--- src/rtl/mod_n_count_ctrl.sv ---
`default_nettype none
// mod_n_count_ctrl: start/stop mod-N sequencer steering a loadable counter through its load port.
// Optional MODN_PRESCALER_EN inserts a PRESCALE-clock prescaler ahead of each count advance. Rev 1.0
module mod_n_count_ctrl #(
    parameter int CNT_W    = 4,
    parameter int PRESCALE = 10,
    parameter int PS_W     = $clog2(PRESCALE + 1)
) (
    input  logic             clk,
    input  logic             reset,
    input  logic             start,
    input  logic             stop,
    input  logic             clear,
    input  logic [CNT_W-1:0] mod_n,
    input  logic [CNT_W-1:0] count_i,
    output logic             ctr_load,
    output logic [CNT_W-1:0] ctr_load_data,
    output logic             running,
    output logic             tc_pulse,
    output logic             cfg_err
);

    localparam logic [1:0] S_INIT = 2'd0;
    localparam logic [1:0] S_IDLE = 2'd1;
    localparam logic [1:0] S_RUN  = 2'd2;

    if (PRESCALE < 1 || PS_W < 1) begin : g_bad_cfg
        $error("mod_n_count_ctrl: PRESCALE must be >= 1");
    end

    logic [1:0]       state_q, state_d;
    logic [CNT_W-1:0] n_q, n_d;
    logic [CNT_W-1:0] last;
    logic             cfg_err_q, cfg_err_d;
    logic             tc_q, tc_d;
    logic             in_run;
    logic             tick;

    assign in_run = (state_q == S_RUN);
    // n_q==0 encodes 2^CNT_W, so the wrap of the subtraction yields the all-ones last count.
    assign last   = n_q - CNT_W'(1);

`ifdef MODN_PRESCALER_EN
    localparam logic [PS_W-1:0] C_PS_LAST = PS_W'(PRESCALE - 1);

    logic [PS_W-1:0] ps_q, ps_d;

    assign tick = in_run && (ps_q == C_PS_LAST);

    always_comb begin
        ps_d = ps_q + PS_W'(1);
        if (clear || stop || !in_run || tick) begin
            ps_d = '0;
        end
    end

    always_ff @(posedge clk or posedge reset) begin
        if (reset) begin
            ps_q <= '0;
        end else begin
            ps_q <= ps_d;
        end
    end
`else
    assign tick = in_run;
`endif

    always_comb begin
        state_d       = state_q;
        n_d           = n_q;
        cfg_err_d     = cfg_err_q;
        tc_d          = 1'b0;
        ctr_load      = 1'b1;
        ctr_load_data = count_i;

        case (state_q)
            S_INIT: begin
                ctr_load_data = '0;
                state_d       = S_IDLE;
            end
            S_IDLE: begin
                if (start && !stop && !clear) begin
                    if (mod_n == CNT_W'(1)) begin
                        cfg_err_d = 1'b1;
                    end else begin
                        n_d       = mod_n;
                        cfg_err_d = 1'b0;
                        state_d   = S_RUN;
                    end
                end
            end
            S_RUN: begin
                if (stop) begin
                    state_d = S_IDLE;
                end else if (count_i > last) begin
                    ctr_load_data = '0;
                end else if (tick && (count_i == last)) begin
                    ctr_load_data = '0;
                    tc_d          = 1'b1;
                end else if (tick) begin
                    ctr_load = 1'b0;
                end
            end
            default: begin
                ctr_load_data = '0;
                state_d       = S_INIT;
            end
        endcase

        if (clear) begin
            ctr_load      = 1'b1;
            ctr_load_data = '0;
            tc_d          = 1'b0;
        end
    end

    always_ff @(posedge clk or posedge reset) begin
        if (reset) begin
            state_q   <= S_INIT;
            n_q       <= '0;
            cfg_err_q <= 1'b0;
            tc_q      <= 1'b0;
        end else begin
            state_q   <= state_d;
            n_q       <= n_d;
            cfg_err_q <= cfg_err_d;
            tc_q      <= tc_d;
        end
    end

    assign running  = in_run;
    assign tc_pulse = tc_q;
    assign cfg_err  = cfg_err_q;

endmodule
`default_nettype wire

--- config.mk ---
export PLATFORM = sky130hd
export DESIGN_NAME = mod_n_count_ctrl
export DESIGN_NICKNAME = d
export VERILOG_FILES = /design/src/rtl/mod_n_count_ctrl.sv
export SDC_FILE = /design/constraint.sdc
export NUM_CORES = 1
export LEC_CHECK = 0
export CAP_MARGIN = 20
export CORE_MARGIN = 1
export CORE_UTILIZATION = 43
export DETAILED_ROUTE_END_ITERATION = 10
export PLACE_DENSITY = 0.75
export SLEW_MARGIN = 20
export SYNTH_ARGS = -nofsm -noshare
export SYNTH_HDL_FRONTEND = slang
export SYNTH_SLANG_ARGS = --single-unit
--- constraint.sdc ---
create_clock -name clk -period 2.3 [get_ports clk]
set_input_delay 0.345 -clock clk [delete_from_list [all_inputs] [get_ports clk]]
set_output_delay 0.345 -clock clk [all_outputs]
set_load 0.1 [all_outputs]
# Yosys cells after proc, flatten, opt, wreduce, memory -nomap -nowiden
# Cells that the tools add are included.
dict set report totals {
  register_bits 8
  in_bits 13
  output_inout_bits 8
  elab_cells 42
}
dict set report classes {
  n_addsub 1
  order_cmp 1
  n_eq_ne 7
  mux 19
  n_bitwise 1
  n_reduce_logical 9
}
# cell n
set ops {}
lappend ops {{4-bit two-way mux} 4}
lappend ops {{1-bit two-way mux} 10}
lappend ops {{4-bit one-hot mux with 2 select lines} 1}
lappend ops {{2-bit two-way mux} 3}
lappend ops {{2-bit inequality test (second input constant)} 3}
lappend ops {{2-bit one-hot mux with 3 select lines} 1}
lappend ops {{3-bit AND reduction} 2}
lappend ops {{4-bit by 1-bit == test with 1-bit output (second input constant)} 1}
lappend ops {{4-bit == test} 1}
lappend ops {{4-bit greater-than comparator} 1}
lappend ops {{4-bit by 1-bit subtractor with 4-bit output (second input constant)} 1}
lappend ops {{1-bit logical AND} 3}
lappend ops {{2-bit by 1-bit == test with 1-bit output (second input constant)} 1}
lappend ops {{2-bit == test (second input constant)} 1}
lappend ops {{1-bit zero test} 2}
lappend ops {{2-bit zero test} 1}
lappend ops {{2-bit AND reduction} 1}
lappend ops {{1-bit inverter} 1}

# Longest topological paths before layout
# Gate-level depths: netlist (run 1).
dict set report depth {
  depth_word 8
  ltp_mapped 8
  mapped_depth_nobuf 8
}

# Worst setup path before layout (run 1)
# Ideal clock, no wire load.
dict set report synth_path {
  path_type {register to output}
  from {register state_q[0]}
  to {output port ctr_load_data[0]}
  arrival_ns 2.549
  required_ns 1.955
  path_slack_ns -0.594
  path_stages_with_launch 6
  n_path_buf 0
  cell_sequence {dfrtp_1 > inv_1 > ha_1 > nor2_1 > nor3b_1 > and3_1}
}
dict set report synth_via {
  elab_chain_cells 7
  elab_cells_between_ends 8
  classes_between {2 x eq/ne; 5 x mux; 1 x reduce/logical}
}
# item line
set synth_rtl {}
lappend synth_rtl {{start: declaration} 31} ;# logic [1:0] state_q, state_d;
lappend synth_rtl {{start signal: assignment} 124} ;# state_q <= state_d;
lappend synth_rtl {{2-bit == test *} 39} ;# assign in_run = (state_q == S_RUN);
lappend synth_rtl {{net running} 18} ;# output logic running,
lappend synth_rtl {{1-bit logical AND} 97} ;# end else if (tick && (count_i == last)) begin
lappend synth_rtl {{4-bit two-way mux} 97}
lappend synth_rtl {{4-bit two-way mux} 95} ;# end else if (count_i > last) begin
lappend synth_rtl {{4-bit two-way mux} 93} ;# if (stop) begin
lappend synth_rtl {{4-bit one-hot mux with 2 select lines *} 76} ;# case (state_q)
lappend synth_rtl {{4-bit two-way mux *} 110} ;# if (clear) begin
lappend synth_rtl {{end: declaration} 17} ;# output logic [CNT_W-1:0] ctr_load_data,
# Mark *: on every way through the listed nets, which the timed path passes. The rest lies on a longest branch.

# Worst setup path in the final report (run 1)
dict set report layout_path {
  from {register n_q[1]}
  to {output port ctr_load_data[2]}
}
dict set report layout_via {
  elab_chain_cells 8
  elab_cells_between_ends 9
  classes_between {1 x add/sub; 1 x order compare; 1 x eq/ne; 5 x mux; 1 x reduce/logical}
}
# item line
set layout_rtl {}
lappend layout_rtl {{start: declaration} 32} ;# logic [CNT_W-1:0] n_q, n_d;
lappend layout_rtl {{start signal: assignment} 125} ;# n_q <= n_d;
lappend layout_rtl {{4-bit by 1-bit subtractor with 4-bit output *} 41} ;# assign last = n_q - CNT_W'(1);
lappend layout_rtl {{4-bit == test} 97}
lappend layout_rtl {{1-bit logical AND} 97}
lappend layout_rtl {{4-bit two-way mux} 97}
lappend layout_rtl {{4-bit two-way mux *} 95}
lappend layout_rtl {{4-bit two-way mux *} 93}
lappend layout_rtl {{4-bit one-hot mux with 2 select lines *} 76}
lappend layout_rtl {{4-bit two-way mux *} 110}
# Every way passes the cells marked *; elsewhere a longest branch is shown, timed or not.

==> flow_metrics.tcl, run 1 <==
set metrics [dict create \
    critPathBufInv 2 \
    timing.rr.end "n_q[0]" \
    p_leak_nw 0.456 \
    p_comb_frac 0.758 \
    post-route-util 0.810 \
    path_cells "inv_1 > ha_4 > xnor2_4 > ha_4 > o21a_1 > nor2_1 > or4_4 > and3_4 > buf_12" \
    coreArea_um2 1320 \
    place_ws_ns -0.374 \
    cp_slowest_cell "or4_4" \
    p_sw_frac 0.430 \
    first_global_vias 521 \
    grt-busiest-layer "met2" \
    layout_common_cells "clkdlybuf4s50_1 (12), buf_4 (9), dfrtp_1 (8)" \
    synth_area_um2 618 \
    cts_tree "built" \
    hold_class "in2async" \
    worst_pin_slew_ns 0.512 \
    crit_path_end_kind "primary output" \
    antenna_found_initial 0 \
    slew_viol_final 0 \
    avgRoutedWirePerCell_um 15.5 \
    crit_arrival_ns 2.25 \
    rows 13 \
    routed_wl_um 1590 \
    syn_inst 58 \
    cts_buffer_depth 2 \
    place_congestion 0.815 \
    grt_util_all_layers 0.232 \
    vias_per_cell 5.26 \
    drc 0 \
    final_common_cell "clkdlybuf4s50_1" \
    vias 537 \
    clkLatencyLatePin_ns 0.26 \
    crit_top_cell "ha_4" \
    finalHoldViolCount 0 \
    violations "setup timing" \
    first_pass_iters 4 \
    relSlewSlack 0.658 \
    die_x_um 39.9 \
    grt_use_met3 0.0398 \
    area_delta_synth_final_pct 72.7 \
    yosysSeqAreaShare 0.324 \
    crit_path_max_incr_delay_ns 0.45 \
    clk_pin_slew_ns 0.06 \
    die_h_um 39.9 \
    rsz0062_at_grt "true" \
    power_switching_mw 0.617 \
    crit_fanout 4 \
    dp_hpwl_um 1180 \
    yosysTopAreaCell "dfrtp_1" \
    ant_nets 0 \
    drive_gt1_frac 0.437 \
    fin_crit_ns 2.59 \
    die_area_um2 1590 \
    crit_type "reg2out" \
    synthesis.nets 80 \
    grt_pass1_wl_um 2350 \
    setup_ws_ns -0.294 \
    ys_top_cells_by_area "dfrtp_1 (32%), ha_1 (18%), mux2_2 (5.5%), and3_1 (5.1%), inv_1 (4.3%)" \
    ir_drop_uv 726 \
    root_buffer "clkbuf_4" \
    grtUsageMet2 0.431 \
    ys_types 25 \
    postSynthAreaPerCell_um2 10.7 \
    cts_sinks 8 \
    final_nets 111 \
    synth_warnings 0 \
    cts_buffers 3 \
    diodes 0 \
    regToRegSetupSlack_ns 0.58 \
    period_share 1.13 \
    intPower_mw 0.817 \
    start_kind "register" \
    rr_startpoint "state_q[1]" \
    drv_cap 0 \
    p_per_area_nw_per_um2 1340 \
    pwr-share-seq 0.168 \
    h-tree-depth 1 \
    setup_viol 5 \
    fin_skew_ns 0.00942 \
    numPortBuffers 20 \
    max_freq_ghz 0.386 \
    grt_overflow_total 0 \
    synth.top_cell.area_share 0.324 \
    crit_family "simple AND/OR/NAND/NOR gates" \
    use_met1 0.271 \
    grt_max_degree 9 \
    synth-seq-cells 8 \
    critical_path_required_ns 1.96 \
    hold_buffers 0 \
    start_util 0.469 \
    reg2regPathDepth 5 \
    drt_iter0_drc 5 \
    power.share.clock 0.074 \
    run_status "finished, violations left" \
    io_pins 21 \
]
==> registers in the layout, indices dropped and copies added, names as in the netlist <==
| name | count |
|---|---|
| tc_pulse | 1 |
| state_q | 2 |
| cfg_err | 1 |
| n_q | 4 |
==> routing by layer <==
metal	routed length, um	part of all wire
met5	0	0
met4	16	0.010
met3	88	0.056
met2	869	0.55
met1	612	0.39
==> stage by stage <==
step,cell area [um2],power (mW),hold WS (ns),instances,TNS [ns]
2_1_floorplan,628,0.757,0.161,58,-0.589
3_3_place_gp,920,0.983,0.496,97,-1.38
3_5_place_dp,920,1.02,0.502,97,-1.67
4_1_cts,1050,1.37,0.333,102,-1.26
5_1_grt,1070,1.52,0.386,102,-1.76
6_report,1070,1.43,0.328,102,-1.31
==> cell usage after synthesis <==
| cell | number |
|---|---|
| ha_1 | 9 |
| dfrtp_1 | 8 |
| inv_1 | 7 |
| and3_1 | 5 |
| nor2_1 | 4 |
| mux2_2 | 3 |
| nand2_1 | 2 |
| o21bai_1 | 2 |
| xnor2_1 | 2 |
| a2111oi_2 | 1 |
| a2bb2oi_1 | 1 |
| mux2i_1 | 1 |
| nand2b_4 | 1 |
| nand4_1 | 1 |
| nand4bb_1 | 1 |
| nor2b_1 | 1 |
| nor2b_4 | 1 |
| nor3_1 | 1 |
| nor3b_1 | 1 |
| nor4b_4 | 1 |
| o21a_1 | 1 |
| o21ai_0 | 1 |
| o21ai_1 | 1 |
| o2bb2ai_1 | 1 |
| or4_4 | 1 |
==> worst max-delay path by stage <==
stage,from,slack (ns),endpoint,depth (start not counted)
5_1_grt,n_q[0],-0.39,ctr_load_data[2],9
6_report,n_q[1],-0.29,ctr_load_data[2],9
2_1_floorplan,n_q[0],-0.36,ctr_load_data[0],6
3_3_place_gp,count_i[0],-0.32,ctr_load_data[0],8
4_1_cts,n_q[0],-0.30,ctr_load_data[1],9
3_5_place_dp,count_i[0],-0.37,ctr_load_data[0],8
==> power groups by stage <==
| stage | clock network (mW) | registers [mW] | logic, mW |
|---|---|---|---|
| floorplan | 0 | 0.249 | 0.508 |
| global placement | 0 | 0.229 | 0.754 |
| detailed placement | 0 | 0.237 | 0.780 |
| CTS | 0.110 | 0.241 | 1.02 |
| global route | 0.114 | 0.246 | 1.16 |
| finish | 0.107 | 0.240 | 1.09 |
==> what timing repair did <==
item	in CTS	in global routing
gates resized for setup	14	2
endpoints found under the setup margin	5	5
setup buffers	2	0
pin swaps	4	0
cloned	0	0
==> final cells by class <==
type	instances	area, um2
clock buffers	3	22.5
fillers	87	250
inverters	7	26.3
multi-input cells	43	512
flip-flops and latches	8	200
well taps	15	18.8
repair buffers	26	288
==> kinds of logic after synthesis <==
group / count (synthesis) / synth area share
flops: 8 / 0.324
mux: 4 / 0.0708
simple gates: 20 / 0.247
xor+xnor: 2 / 0.0283
fa+ha+maj: 9 / 0.182
compound gates: 8 / 0.105
buf+inv: 7 / 0.0425
No activity file was read; power rests on OpenSTA's default activity.
==> inputs of run 2 (changes only) <==
--- a/config.mk
+++ b/config.mk
@@ -8,6 +8,7 @@
 export CAP_MARGIN = 20
 export CORE_MARGIN = 1
 export CORE_UTILIZATION = 43
+export CTS_CLUSTER_SIZE = 28
 export DETAILED_ROUTE_END_ITERATION = 10
 export PLACE_DENSITY = 0.75
 export SLEW_MARGIN = 20
==> results of run 2 <==
The final DEF is identical to that of run 1; final timing and power are the same.
